--- src/rtl/ifetch_pkg.sv ---
// Shared types and constants for the instruction-fetch SRAM bridge.
package ifetch_pkg;

  localparam int unsigned C_WORD_BYTES = 4;
  localparam int unsigned C_DATA_W     = 32;

  typedef struct packed {
    logic                rerr;
    logic [C_DATA_W-1:0] data;
  } rsp_t;

endpackage

--- src/rtl/imem_rsp_fifo.sv ---
// Power-of-two response FIFO; head is read straight from the storage array.
module imem_rsp_fifo
  import ifetch_pkg::*;
#(
  parameter int unsigned DEPTH = 2
) (
  input  logic                   clk,
  input  logic                   rst,
  input  logic                   push,
  input  rsp_t                   push_data,
  input  logic                   pop,
  output logic                   empty,
  output logic [$clog2(DEPTH):0] count,
  output rsp_t                   head
);

  localparam int unsigned PTR_W = $clog2(DEPTH);
  localparam int unsigned CNT_W = PTR_W + 1;

  rsp_t             mem [DEPTH];
  logic [PTR_W-1:0] wr_ptr;
  logic [PTR_W-1:0] rd_ptr;
  logic [CNT_W-1:0] cnt;

  // Pointers wrap naturally because DEPTH is a power of two.
  always_ff @(posedge clk) begin
    if (rst) begin
      wr_ptr <= '0;
      rd_ptr <= '0;
      cnt    <= '0;
    end else begin
      if (push) wr_ptr <= wr_ptr + PTR_W'(1);
      if (pop)  rd_ptr <= rd_ptr + PTR_W'(1);
      case ({push, pop})
        2'b10:   cnt <= cnt + CNT_W'(1);
        2'b01:   cnt <= cnt - CNT_W'(1);
        default: cnt <= cnt;
      endcase
    end
  end

  always_ff @(posedge clk) begin
    if (push) mem[wr_ptr] <= push_data;
  end

  assign empty = (cnt == '0);
  assign count = cnt;
  assign head  = mem[rd_ptr];

endmodule

--- src/rtl/imem_sram_bridge.sv ---
// Bridges a valid/ready instruction fetch port onto a single-cycle-latency SRAM,
// buffering read data in an in-order response FIFO.
module imem_sram_bridge
  import ifetch_pkg::*;
#(
  parameter int unsigned C_ADDR_W    = 10,
  parameter int unsigned C_RSP_DEPTH = 2
) (
  input  logic                clk_i,
  input  logic                reset_i,
  output logic                treqready_o,
  input  logic                treqvalid_i,
  input  logic [1:0]          treqpriv_i,
  input  logic [31:0]         treqaddr_i,
  input  logic                trspready_i,
  output logic                trspvalid_o,
  output logic                trsprerr_o,
  output logic [31:0]         trspdata_o,
  output logic                sram_ce_o,
  output logic [C_ADDR_W-1:0] sram_addr_o,
  input  logic [31:0]         sram_rdata_i
);

  localparam int unsigned CNT_W = $clog2(C_RSP_DEPTH) + 1;
  localparam int unsigned OCC_W = CNT_W + 1;

  logic             inflight_q;
  logic             inflight_err_q;
  logic             legal;
  logic             accept;
  logic             pop;
  logic             fifo_empty;
  logic [CNT_W-1:0] fifo_count;
  logic [OCC_W-1:0] occupancy;
  logic [OCC_W-1:0] avail_occ;
  rsp_t             push_data;
  rsp_t             head;
  logic             unused_priv;

  // Privilege travels with the request but is never inspected.
  assign unused_priv = ^treqpriv_i;

  assign legal = (treqaddr_i[1:0] == 2'b00) &&
                 ((treqaddr_i >> (C_ADDR_W + 2)) == 32'd0);

  // The in-flight read already owns a FIFO slot, so the push can never overflow.
  assign occupancy   = OCC_W'(fifo_count) + OCC_W'(inflight_q);
  assign avail_occ   = occupancy - OCC_W'(pop);
  assign treqready_o = ~reset_i & (avail_occ < OCC_W'(C_RSP_DEPTH));
  assign accept      = treqvalid_i & treqready_o;

  assign sram_ce_o   = accept & legal;
  assign sram_addr_o = treqaddr_i[C_ADDR_W+1:2];

  always_ff @(posedge clk_i) begin
    if (reset_i) begin
      inflight_q     <= 1'b0;
      inflight_err_q <= 1'b0;
    end else begin
      inflight_q     <= accept;
      inflight_err_q <= accept & ~legal;
    end
  end

  assign push_data.rerr = inflight_err_q;
  assign push_data.data = inflight_err_q ? 32'd0 : sram_rdata_i;

  imem_rsp_fifo #(
    .DEPTH(C_RSP_DEPTH)
  ) u_rsp_fifo (
    .clk      (clk_i),
    .rst      (reset_i),
    .push     (inflight_q),
    .push_data(push_data),
    .pop      (pop),
    .empty    (fifo_empty),
    .count    (fifo_count),
    .head     (head)
  );

  // Response outputs are forced quiet while reset is held.
  assign trspvalid_o = ~reset_i & ~fifo_empty;
  assign trsprerr_o  = ~reset_i & head.rerr;
  assign trspdata_o  = reset_i ? 32'd0 : head.data;
  assign pop         = trspvalid_o & trspready_i;

endmodule

--- config.mk ---
export PLATFORM = sky130hd
export DESIGN_NAME = imem_sram_bridge
export DESIGN_NICKNAME = d
export VERILOG_FILES = /design/src/rtl/ifetch_pkg.sv /design/src/rtl/imem_rsp_fifo.sv /design/src/rtl/imem_sram_bridge.sv
export SDC_FILE = /design/constraint.sdc
export NUM_CORES = 1
export LEC_CHECK = 0
export CELL_PAD_IN_SITES_DETAIL_PLACEMENT = 1
export CELL_PAD_IN_SITES_GLOBAL_PLACEMENT = 1
export CORE_ASPECT_RATIO = 0.9
export CORE_MARGIN = 2
export CORE_UTILIZATION = 35
export DETAILED_ROUTE_END_ITERATION = 10
export GPL_TIMING_DRIVEN = 0
export PLACE_DENSITY = 0.9
export SYNTH_ARGS = -nofsm -noshare
export SYNTH_HDL_FRONTEND = slang
export SYNTH_SLANG_ARGS = --single-unit
--- constraint.sdc ---
create_clock -name clk_i -period 3.6 [get_ports clk_i]
set_input_delay 0.72 -clock clk_i [delete_from_list [all_inputs] [get_ports clk_i]]
set_output_delay 0.72 -clock clk_i [all_outputs]
set_load 0.03 [all_outputs]
==> results of run 1 <==
-- power groups by stage --
stage          registers [mW]  clock network, mW  logic (mW)
6_report                 1.17              0.702       0.789
5_1_grt                  1.18              0.754       0.856
4_1_cts                  1.17              0.718       0.795
3_5_place_dp             1.18                  0       0.787
3_3_place_gp             1.18                  0       0.728
2_1_floorplan            1.17                  0       0.460
-- state kept, by name, summed over array words and instances, names as in the netlist, named ones only --
register,flops
inflight_q,1
u_rsp_fifo.rd_ptr,1
u_rsp_fifo.mem,66
u_rsp_fifo.wr_ptr,1
u_rsp_fifo.count,2
inflight_err_q,1
-- critical path, cell delays in order --
cell and delay, ns:
clkdlybuf4s50_1 0.48, inv_2 0.06, nor2_4 0.11, ha_1 0.23, nand2b_1 0.16, fa_1 0.49, nor2b_4 0.15, nand3_2 0.09
nor3_2 0.10, buf_4 0.18
-- per-layer routing --
metal,up-vias,wire length (um)
met5,-,0
li1,1027,-
met2,80,3936
met1,1042,2972
met3,7,404
met4,0,68
-- stage by stage --
| step | instances | hold WS, ns | utilization | total power, mW |
|---|---|---|---|---|
| 3_5_place_dp | 454 | 0.5400 | 0.5052 | 1.969 |
| 3_3_place_gp | 453 | 0.4927 | 0.5010 | 1.904 |
| 2_1_floorplan | 231 | 0.4799 | - | 1.625 |
| 6_report | 470 | 0.5638 | 0.5344 | 2.656 |
| 4_1_cts | 470 | 0.5590 | 0.5320 | 2.679 |
| 5_1_grt | 470 | 0.5882 | 0.5344 | 2.790 |
-- area by class of cell --
| class | count | share of cell area |
|---|---|---|
| Buffer | 21 | 0.02815 |
| Clock buffer | 10 | 0.02761 |
| Clock inverter | 6 | 0.01949 |
| Inverter | 5 | 0.004061 |
| Multi-Input combinational cell | 132 | 0.2022 |
| Sequential cell | 73 | 0.4591 |
| Tap cell | 119 | 0.03221 |
| Timing Repair Buffer | 104 | 0.2271 |
-- worst max path at each step --
stage	start	to
after floorplan	reset_i	sram_ce_o
after global placement	reset_i	sram_ce_o
after detailed placement	reset_i	sram_ce_o
after CTS	trspready_i	sram_ce_o
after global routing	trspready_i	sram_ce_o
final	trspready_i	sram_ce_o
-- timing repair --
action                                  4_1_cts  5_1_grt
endpoints found under the setup margin        2        2
cloned                                        0        0
hold buffers                                  0        0
pin swaps                                     2        2
gates resized for setup                      15        8
-- placed cells by master, fill, tap and decap left out, types with 2 or more instances in the layout --
cell type | Yosys | final
edfxtp_1 | 66 | 66
bufinv_16 | 0 | 2
nor2_4 | 0 | 2
a21oi_1 | 3 | 3
dfxtp_1 | 7 | 7
inv_1 | 5 | 4
nor2_1 | 38 | 36
buf_2 | 2 | 3
buf_4 | 13 | 14
or3_1 | 2 | 2
nor4_1 | 5 | 5
mux2i_1 | 33 | 33
clkbuf_1 | 5 | 6
xnor2_1 | 3 | 2
nor2b_1 | 33 | 32
ha_1 | 2 | 2
clkdlybuf4s50_1 | 0 | 100
clkbuf_8 | 0 | 9
o21ai_0 | 2 | 2
-- kinds of logic (layout without fill, tap and decap cells) --
group,Yosys count,in the layout,synth area share
and+or+nand+nor,85,85,0.1369
DFF,73,73,0.6730
muxes,33,33,0.1048
buffers and inverters,26,146,0.04722
AOI/OAI and AO/OA,7,7,0.01270
xor gates and xnor gates,4,4,0.01111
adders and majority gates,3,3,0.01428
==> results.md, run 1 <==
- Status: complete, no violations
- Core ar.: just under 9000 sq um
- Post-synth top cells: edfxtp_1, nor2_1, mux2i_1, nor2b_1, buf_4
- Worst hold start: u_rsp_fifo.rd_ptr$_SDFFE_PP0P_
- Die Width: 104.0 um
- Post-synth EDFFs: 66
- Vias: 2156
- DIE AREA: about 9800 sq um
- Finish-stage setup viols: 0
- Initial Utilization: 0.3646
- Met2 usage: 0.2966
- Worst-path maximum fanout: 3
- CTS Buf Count: 9
- DRT iter0 DRCs: 53
- Routed wire length: 7382 um
- Number of global-route vias before repair: 2329
- Hold Crit Depth: 2
- Share of post-route cells with drive strength above 1: 0.1197
- Flop pwr share: 0.439
- Post-DR vias/cell: approximately 4.6
- Synth Flop Type: edfxtp_1
- FF-to-FF Start: u_rsp_fifo.count[1]$_SDFFE_PP0P_
- Register area share after synthesis: 0.6730
- Nature of the critical path startpoint: primary input
- Tmin final: between 3 and 4 ns
- Crit share post-route: 0.9664
- Leakage: roughly 1.6 nW
- Post-CTS Setup Inserts: 0
- Synth top area cells: edfxtp_1, mux2i_1, nor2b_1
- Yosys top cell by area: edfxtp_1
- Place WS: -0.7891 ns
- GR Util met3: 0.04369
- # DRC: 0
- Gate power share: 0.297
- Post-Route Skew: 0.01040 ns
- Syn avg cell area: 13.65 sq um
- Multi-input combinational cell area: just over 900 sq um
- Worst skew pair latency: ~0.34 ns
- Clock Sinks: 73
- NetSw: between 800 and 900 uW
- HP Class: reg2reg
- M1 GR Usage: 0.1742
- Max-cap violations: 0
- First-pass GRT wire length: around 12000 um
- Area delta synth->final: 46.59%
- Worst Max-Slew Pin Slew: 0.8313 ns
- Ant diodes: 0
- Top-count cell post-synth: edfxtp_1
- Hold EP: u_rsp_fifo.rd_ptr$_SDFFE_PP0P_
- Critical Path RT: 2.88 ns
- GP Congestion: 0.6778
- Nets: ~420
- Port Buffers: ~100
- Placed instance area: 4369 sq um
- Capture point of the worst reg-to-reg path: inflight_err_q$_SDFF_PP0_
- Row count: 32
- Peak supply drop: 196.3 uV
- Post-DRT Antenna Nets: 0
- Pwr Density: roughly 570 nW/um^2
- Synth top area share: 0.6286
- Crit Path Class: in2out
- Drt first pass iters: 4
- Sequential Area: 2122 sq um
- Critical path endpoint category: output pin
- CTS max path bufs: 2
- Synth warnings: 0
- CTS H-tree lvls: 3
- Int Pwr: 1.843 mW
- Sw Ratio: 0.3061
- GRT Overall Usage: 0.1589
- Netlist cell types: 26
- FF-to-FF path depth: 9
- Fin area: approximately 4600 sq um
- Slew Viols, Final: 0
- Slew HR: 0.4458
- Syn nets: 304
- Num ports: 116
- Reg2Reg Setup Slack: 1.50 ns
- CTS tree: built
- Reg clk slew, reported paths: 0.07 ns
- DR WL/cell: 15.71 um
- Synth Instances: 231
- Final worst slack: 0.1211 ns
- Initial antenna violation count: 0
- Global route overflow: 0
- HPWL after DPL: 5388 um
- Largest net degree at the start of global routing: 34
- Fillers: 902
- Die Y: 94.04 um
- Cell area after synthesis: 3153 sq um
- Ys async rst share: 0
- Final Hold Fails: 0
- Yosys reg bits: 73
- Clk root buf: clkbuf_8
- Max frequency: between 0.2 and 0.3 GHz
- Setup TNS Final: 0 ns
- Worst Path Arrival: 2.76 ns
- Gr busiest metal: met2
- Clock power frac: 0.264
Note: power is estimated with default switching activity, not from simulation.
==> run 2, diff against run 1 <==
==> constraint.sdc (replaced) <==
create_clock -name clk_i -period 3.25 [get_ports clk_i]
set_input_delay 0.65 -clock clk_i [delete_from_list [all_inputs] [get_ports clk_i]]
set_output_delay 0.65 -clock clk_i [all_outputs]
set_load 0.03 [all_outputs]
==> results.md, run 2 (synthesis results as in run 1) <==
- Status: complete, no violations
- Routed wire length: 7514 um (+1.8%)
- Clock Sinks: 73 (unchanged)
- Nets: 431 (+2.9%)
- WL met3: 399 um (-1.2%)
- Worst Max-Slew Pin Slew: 1.011 ns (+0.1792 ns)
- Clk root buf: clkbuf_8
- Leakage: 1.627 nW (+3.1%)
- Crit share post-route: 0.9675
- Met2 wire len: 4082 um (+3.7%)
- Critical Path RT: 2.60 ns (-0.28 ns)
- Unrepaired setup endpoints after global routing: false
- Post-DR vias/cell: 4.544 (-0.95%)
- Worst Path Arrival: 2.49 ns (-0.27 ns)
- Max FFs per register: 66 (unchanged)
- Critical path endpoint category: output pin
- Area delta synth->final: 48.85%
- Worst hold start: u_rsp_fifo.rd_ptr$_SDFFE_PP0P_
- GRT Overall Usage: 0.1569 (-0.002071)
- Finish-stage setup viols: 0 (unchanged)
- Num ports: 116 (unchanged)
- Reg2Reg Setup Slack: 0.19 ns (-1.31 ns)
- M1 wire length: 2994 um (+0.74%)
- Number of global-route vias before repair: 2442 (+4.9%)
- Hold Slack: 0.5337 ns (-0.03012 ns)
- Post-DRT Antenna Nets: 0 (unchanged)
- Setup TNS Final: 0 ns (unchanged)
- Initial antenna violation count: 0 (unchanged)
- Post-Route Skew: 0.009702 ns (-0.0006985 ns)
- Worst-path maximum fanout: 4 (+1)
- Slew HR: 0.3247 (-0.1211)
- DR WL/cell: 15.59 um (-0.75%)
- GP Congestion: 0.6545 (-3.4%)
- Crit Path Class: in2out
- Drt first pass iters: 4 (unchanged)
- DIE AREA: 9784 sq um (unchanged)
- Max frequency: 0.3180 GHz
- DRT iter0 DRCs: 44 (-17%)
- # DRC: 0 (unchanged)
- Most frequent cells in the layout: clkdlybuf4s50_1, edfxtp_1, nor2_1, mux2i_1, nor2b_1
- Worst skew pair latency: 0.34 ns (about the same)
- Max-cap violations: 0 (unchanged)
- # hold bufs at CTS: 0 (unchanged)
- Global route overflow: 0 (unchanged)
- Share of post-route cells with drive strength above 1: 0.1625 (+0.04288)
- Ant diodes: 0 (unchanged)
- Slew Viols, Final: 0 (unchanged)
- Place WS: -0.9664 ns (-0.1774 ns)
- Commonest non-fill, non-tap cell in the layout: clkdlybuf4s50_1
- Core ar.: 8648 sq um (unchanged)
- Tmin final: 3.145 ns
- Initial Utilization: 0.3646 (unchanged)
- First-pass GRT wire length: 11650 um (-0.99%)
- Nature of the critical path startpoint: primary input
- Vias: 2190 (+1.6%)
- Hold EP: u_rsp_fifo.rd_ptr$_SDFFE_PP0P_
- Row count: 32 (unchanged)
- Die Width: 104.0 um (unchanged)
- Capture point of the worst reg-to-reg path: inflight_err_q$_SDFF_PP0_
- Port Buffers: 103 (unchanged)
- Die Y: 94.04 um (unchanged)
- Reg clk slew, reported paths: 0.07 ns (about the same)
- Hold Crit Depth: 2 (unchanged)
- CTS max path bufs: 2 (unchanged)
- Peak supply drop: 318.4 uV (+62%)
- CTS H-tree lvls: 3 (unchanged)
- HPWL after DPL: 5242 um (-2.7%)
- Pwr Density: 620.1 nW/um^2 (+7.9%)
- Final Hold Fails: 0 (unchanged)
- Largest net degree at the start of global routing: 34 (unchanged)
- CTS tree: built
- DR top layer: met4
- Reg with most FFs: u_rsp_fifo.mem
- Fillers: 887 (-1.7%)
- Final worst slack: 0.1055 ns (-0.01562 ns)
- FF-to-FF Start: u_rsp_fifo.count[0]$_SDFFE_PP0P_
- HP Class: reg2reg
- CTS Buf Count: 9 (unchanged)
- FF-to-FF path depth: 18 (+9)
-- run 2: changes by cell type in the layout (fill, tap and decap cells not counted), sizes merged --
cell	change
clkdlybuf4s50	-1
clkinv	+2
inv	-1
bufinv	-1
buf	+13
-- run 2: stage by stage --
step                std cells    util  total power, mW  instance area, sq um
finish                    482  0.5427            2.910                  4693
detailed placement        453  0.5026            2.157                  4347
global placement          453  0.5016            2.108                  4338
global route              482  0.5427            3.067                  4693
floorplan                 231       -            1.801                  3158
CTS                       480  0.5394            2.928                  4664
-- run 2: critical path, stage by stage --
cell and delay [ns]:
buf_4 0.13, o21bai_4 0.19, nor2_4 0.12, ha_4 0.21, nand2b_4 0.13, fa_1 0.51
nor2b_4 0.15, buf_4 0.11, and2_1 0.11, buf_2 0.19
-- run 2: worst max path at each step --
| stage | start | to | slack (ns) |
|---|---|---|---|
| after CTS | reset_i | sram_ce_o | 0.02 |
| after global routing | reset_i | inflight_err_q$_SDFF_PP0_ | 0.02 |
| final | reset_i | treqready_o | 0.11 |
| after detailed placement | reset_i | sram_ce_o | -0.97 |
| after floorplan | reset_i | sram_ce_o | 0.09 |
| after global placement | reset_i | sram_ce_o | -0.95 |
-- run 2: timing repair --
item / CTS / global route
pin swaps: 3 / 2
setup endpoints to repair: 5 / 4
setup buffers: 11 / 2
resized for setup: 25 / 7
-- run 2: metal layers --
layer	track usage	up-vias
met5	0	-
met4	0.03716	0
met3	0.04854	4
met2	0.3043	75
met1	0.1667	1060
li1	-	1051
-- run 2: cell type report --
type	instances	area, sq um	area share
Tap cell	119	148.9	0.03172
Clock buffer	10	127.6	0.02719
Multi-Input combinational cell	132	954.7	0.2034
Inverter	5	18.77	0.003999
Clock inverter	6	68.82	0.01466
Buffer	21	130.1	0.02773
Sequential cell	73	2123	0.4524
Timing Repair Buffer	116	1121	0.2389
-- run 2: power by group --
part / switching, mW / total (mW) / internal [mW]
clock: 0.336 / 0.693 / 0.357
combinational: 0.508 / 0.921 / 0.413
sequential: 0.0647 / 1.30 / 1.23
total: 0.909 / 2.91 / 2.00
==> run 3, diff against run 2 <==
--- a/config.mk
+++ b/config.mk
@@ -8,7 +8,6 @@
 export CELL_PAD_IN_SITES_DETAIL_PLACEMENT = 1
 export CELL_PAD_IN_SITES_GLOBAL_PLACEMENT = 1
 export CORE_ASPECT_RATIO = 0.9
-export CORE_MARGIN = 2
 export CORE_UTILIZATION = 35
 export DETAILED_ROUTE_END_ITERATION = 10
 export GPL_TIMING_DRIVEN = 0
==> results.md, run 3 (synthesis results as in run 1) <==
- Nets: 430 (-0.23%)
- Global route overflow: 0 (unchanged)
- Slew HR: 0.4446 (+0.1199)
- M1 wire length: 2821 um (-5.8%)
- Non-filler cells, final: 481 (-0.21%)
- Sequential Area: 2125 sq um (about the same)
- Most used cell, CP: buf_4
- Die Width: 102.0 um (-1.9%)
- DIE AREA: 9392 sq um (-4.0%)
- Status: complete, no violations
- Cell count after placement: 454 (+0.22%)
- GRT Overall Usage: 0.1633 (+0.006477)
- Worst skew pair latency: 0.34 ns (about the same)
- Post-DR vias/cell: 4.601 (+1.3%)
- Nature of the critical path startpoint: primary input
- Num ports: 116 (unchanged)
- Worst Max-Slew Pin Slew: 0.8330 ns (-0.1775 ns)
- Vias: 2213 (+1.1%)
- GP Congestion: 0.6818 (+4.2%)
- Number of global-route vias before repair: 2458 (+0.66%)
- DR WL/cell: 15.29 um (-1.9%)
- Area delta synth->final: 49.33%
- First-pass GRT wire length: 11410 um (-2.1%)
- Final Hold Fails: 0 (unchanged)
- Reg clk slew, reported paths: 0.07 ns (about the same)
- Place WS: -1.032 ns (-0.06576 ns)
- DR top layer: met4
- DRT iter0 DRCs: 48 (+9.1%)
- Setup TNS Final: 0 ns (unchanged)
- Port Buffers: 103 (unchanged)
- Drt first pass iters: 4 (unchanged)
- CP top delay family: buffers and inverters
- Core ar.: 8648 sq um (unchanged)
- CP peak stage delay: 0.51 ns (about the same)
- Worst-path maximum fanout: 4 (unchanged)
- Crit share post-route: 0.9760 (+0.008420)
- Largest net degree at the start of global routing: 34 (unchanged)
- Row count: 32 (unchanged)
- WL met3: 411 um (+3.0%)
- Max frequency: 0.3153 GHz (-0.86%)
- Critical path endpoint category: register
- Leakage: 1.624 nW (-0.17%)
- Post-Route Skew: 0.008982 ns (-0.0007194 ns)
- CTS tree: built
- Commonest non-fill, non-tap cell in the layout: clkdlybuf4s50_1
- Crit Path Class: in2reg
- Clock Sinks: 73 (unchanged)
- Peak supply drop: 383.1 uV (+20%)
- Crit-path slowest cell: fa_1
- # DRC: 0 (unchanged)
- HPWL after DPL: 5089 um (-2.9%)
- Cell Chain, Critical Path: buf_6, o21bai_4, nor2_4, ha_4, nand2b_4, fa_1, nor2b_4, nand3_2, buf_6, buf_4, buf_4, buf_4, buf_4, buf_4, buf_4, buf_4, buf_4, inv_2, o21a_1
- Total power: 2.937 mW (+0.93%)
- Fillers: 899 (+1.4%)
- Clk root buf: clkbuf_8
- CTS Buf Count: 9 (unchanged)
- Ant diodes: 0 (unchanged)
- CTS H-tree lvls: 3 (unchanged)
- Multi-input combinational cell area: 947.2 sq um (-0.79%)
- Most frequent cells in the layout: clkdlybuf4s50_1, edfxtp_1, nor2_1, mux2i_1, nor2b_1
- Pwr Density: 623.8 nW/um^2 (+0.61%)
- Tmin final: 3.172 ns (+0.02736 ns)
- Unrepaired setup endpoints after global routing: false
- Max FFs per register: 66 (unchanged)
- Finish-stage setup viols: 0 (unchanged)
- HP Class: reg2reg
- Routed wire length: 7356 um (-2.1%)
- Slew Viols, Final: 0 (unchanged)
- Initial antenna violation count: 0 (unchanged)
- Worst Path Arrival: 3.46 ns (+0.97 ns)
- Share of post-route cells with drive strength above 1: 0.1602 (-0.002313)
- Max-cap violations: 0 (unchanged)
- WP buf/inv: 11 (+8)
- Met2 wire len: 4085 um (about the same)
- Final worst slack: 0.07813 ns (-0.02736 ns)
- Reg with most FFs: u_rsp_fifo.mem
- Die Y: 92.04 um (-2.1%)
- CTS max path bufs: 2 (unchanged)
- Critical Path RT: 3.53 ns (+0.93 ns)
- Post-DRT Antenna Nets: 0 (unchanged)
- Initial Utilization: 0.3646 (unchanged)
==> run 3: cell count changes in the layout (fill, tap and decap cells not counted), sizes merged <==
cell and delta:
buf -2, clkdlybuf4s15 +1, clkinv -2, clkinvlp +1, inv +1
==> run 3: layout make-up <==
cell class                 count  area share
buffer                        21     0.02764
timing repair buffer         115      0.2429
clock buffer                  10     0.02711
tap                          119     0.03162
clock inverter                 6     0.01435
multi-input combinational    132      0.2012
inverter                       5    0.003986
sequential                    73      0.4512
==> run 3: final timing paths <==
path | startpoint | end | slack (ns) | cells past startpoint
hold reg to reg | u_rsp_fifo.rd_ptr$_SDFFE_PP0P_ | register | 0.56 | 2
hold / removal | u_rsp_fifo.rd_ptr$_SDFFE_PP0P_ | register | 0.56 | 2
setup / recovery | reset_i | inflight_err_q$_SDFF_PP0_ | 0.08 | 19
setup reg to reg | u_rsp_fifo.count[1]$_SDFFE_PP0P_ | inflight_err_q$_SDFF_PP0_ | 0.16 | 18
==> run 3: metrics by stage <==
| step | area, sq um | hold WS [ns] | utilization |
|---|---|---|---|
| 5_1_grt | 4708 | 0.5841 | 0.5444 |
| 4_1_cts | 4696 | 0.5254 | 0.5430 |
| 6_report | 4708 | 0.5574 | 0.5444 |
| 3_3_place_gp | 4338 | 0.4932 | 0.5016 |
| 2_1_floorplan | 3158 | 0.4799 | - |
| 3_5_place_dp | 4374 | 0.5156 | 0.5058 |
==> run 3: report_power, final <==
| group | leakage [nW] | internal, mW | switching, mW |
|---|---|---|---|
| registers | 0.667 | 1.23 | 0.0647 |
| logic | 0.864 | 0.430 | 0.516 |
| clock network | 0.0929 | 0.357 | 0.339 |
==> run 3: routing by layer <==
metal  vias up  GRT usage
met5         -          0
met1      1071     0.1669
met4         0    0.03571
met3         4    0.04573
li1       1054          -
met2        84     0.3210
==> run 3: what timing repair did <==
item / in CTS / in global routing
endpoints found under the setup margin: 2 / 3
pin swaps: 4 / 4
buffers inserted: 11 / 0
resized for setup: 24 / 6
hold buffers: 0 / 0
==> run 3: worst reg2reg max path: stages (launching register included) <==
cell      delay (ns)
dfxtp_2         0.42
o21bai_4        0.10
nor2_4          0.13
ha_4            0.22
nand2b_4        0.14
fa_1            0.51
nor2b_4         0.15
nand3_2         0.09
buf_6           0.13
buf_4           0.12
buf_4           0.12
buf_4           0.12
buf_4           0.12
buf_4           0.13
buf_4           0.13
buf_4           0.12
buf_4           0.12
inv_2           0.05
o21a_1          0.11
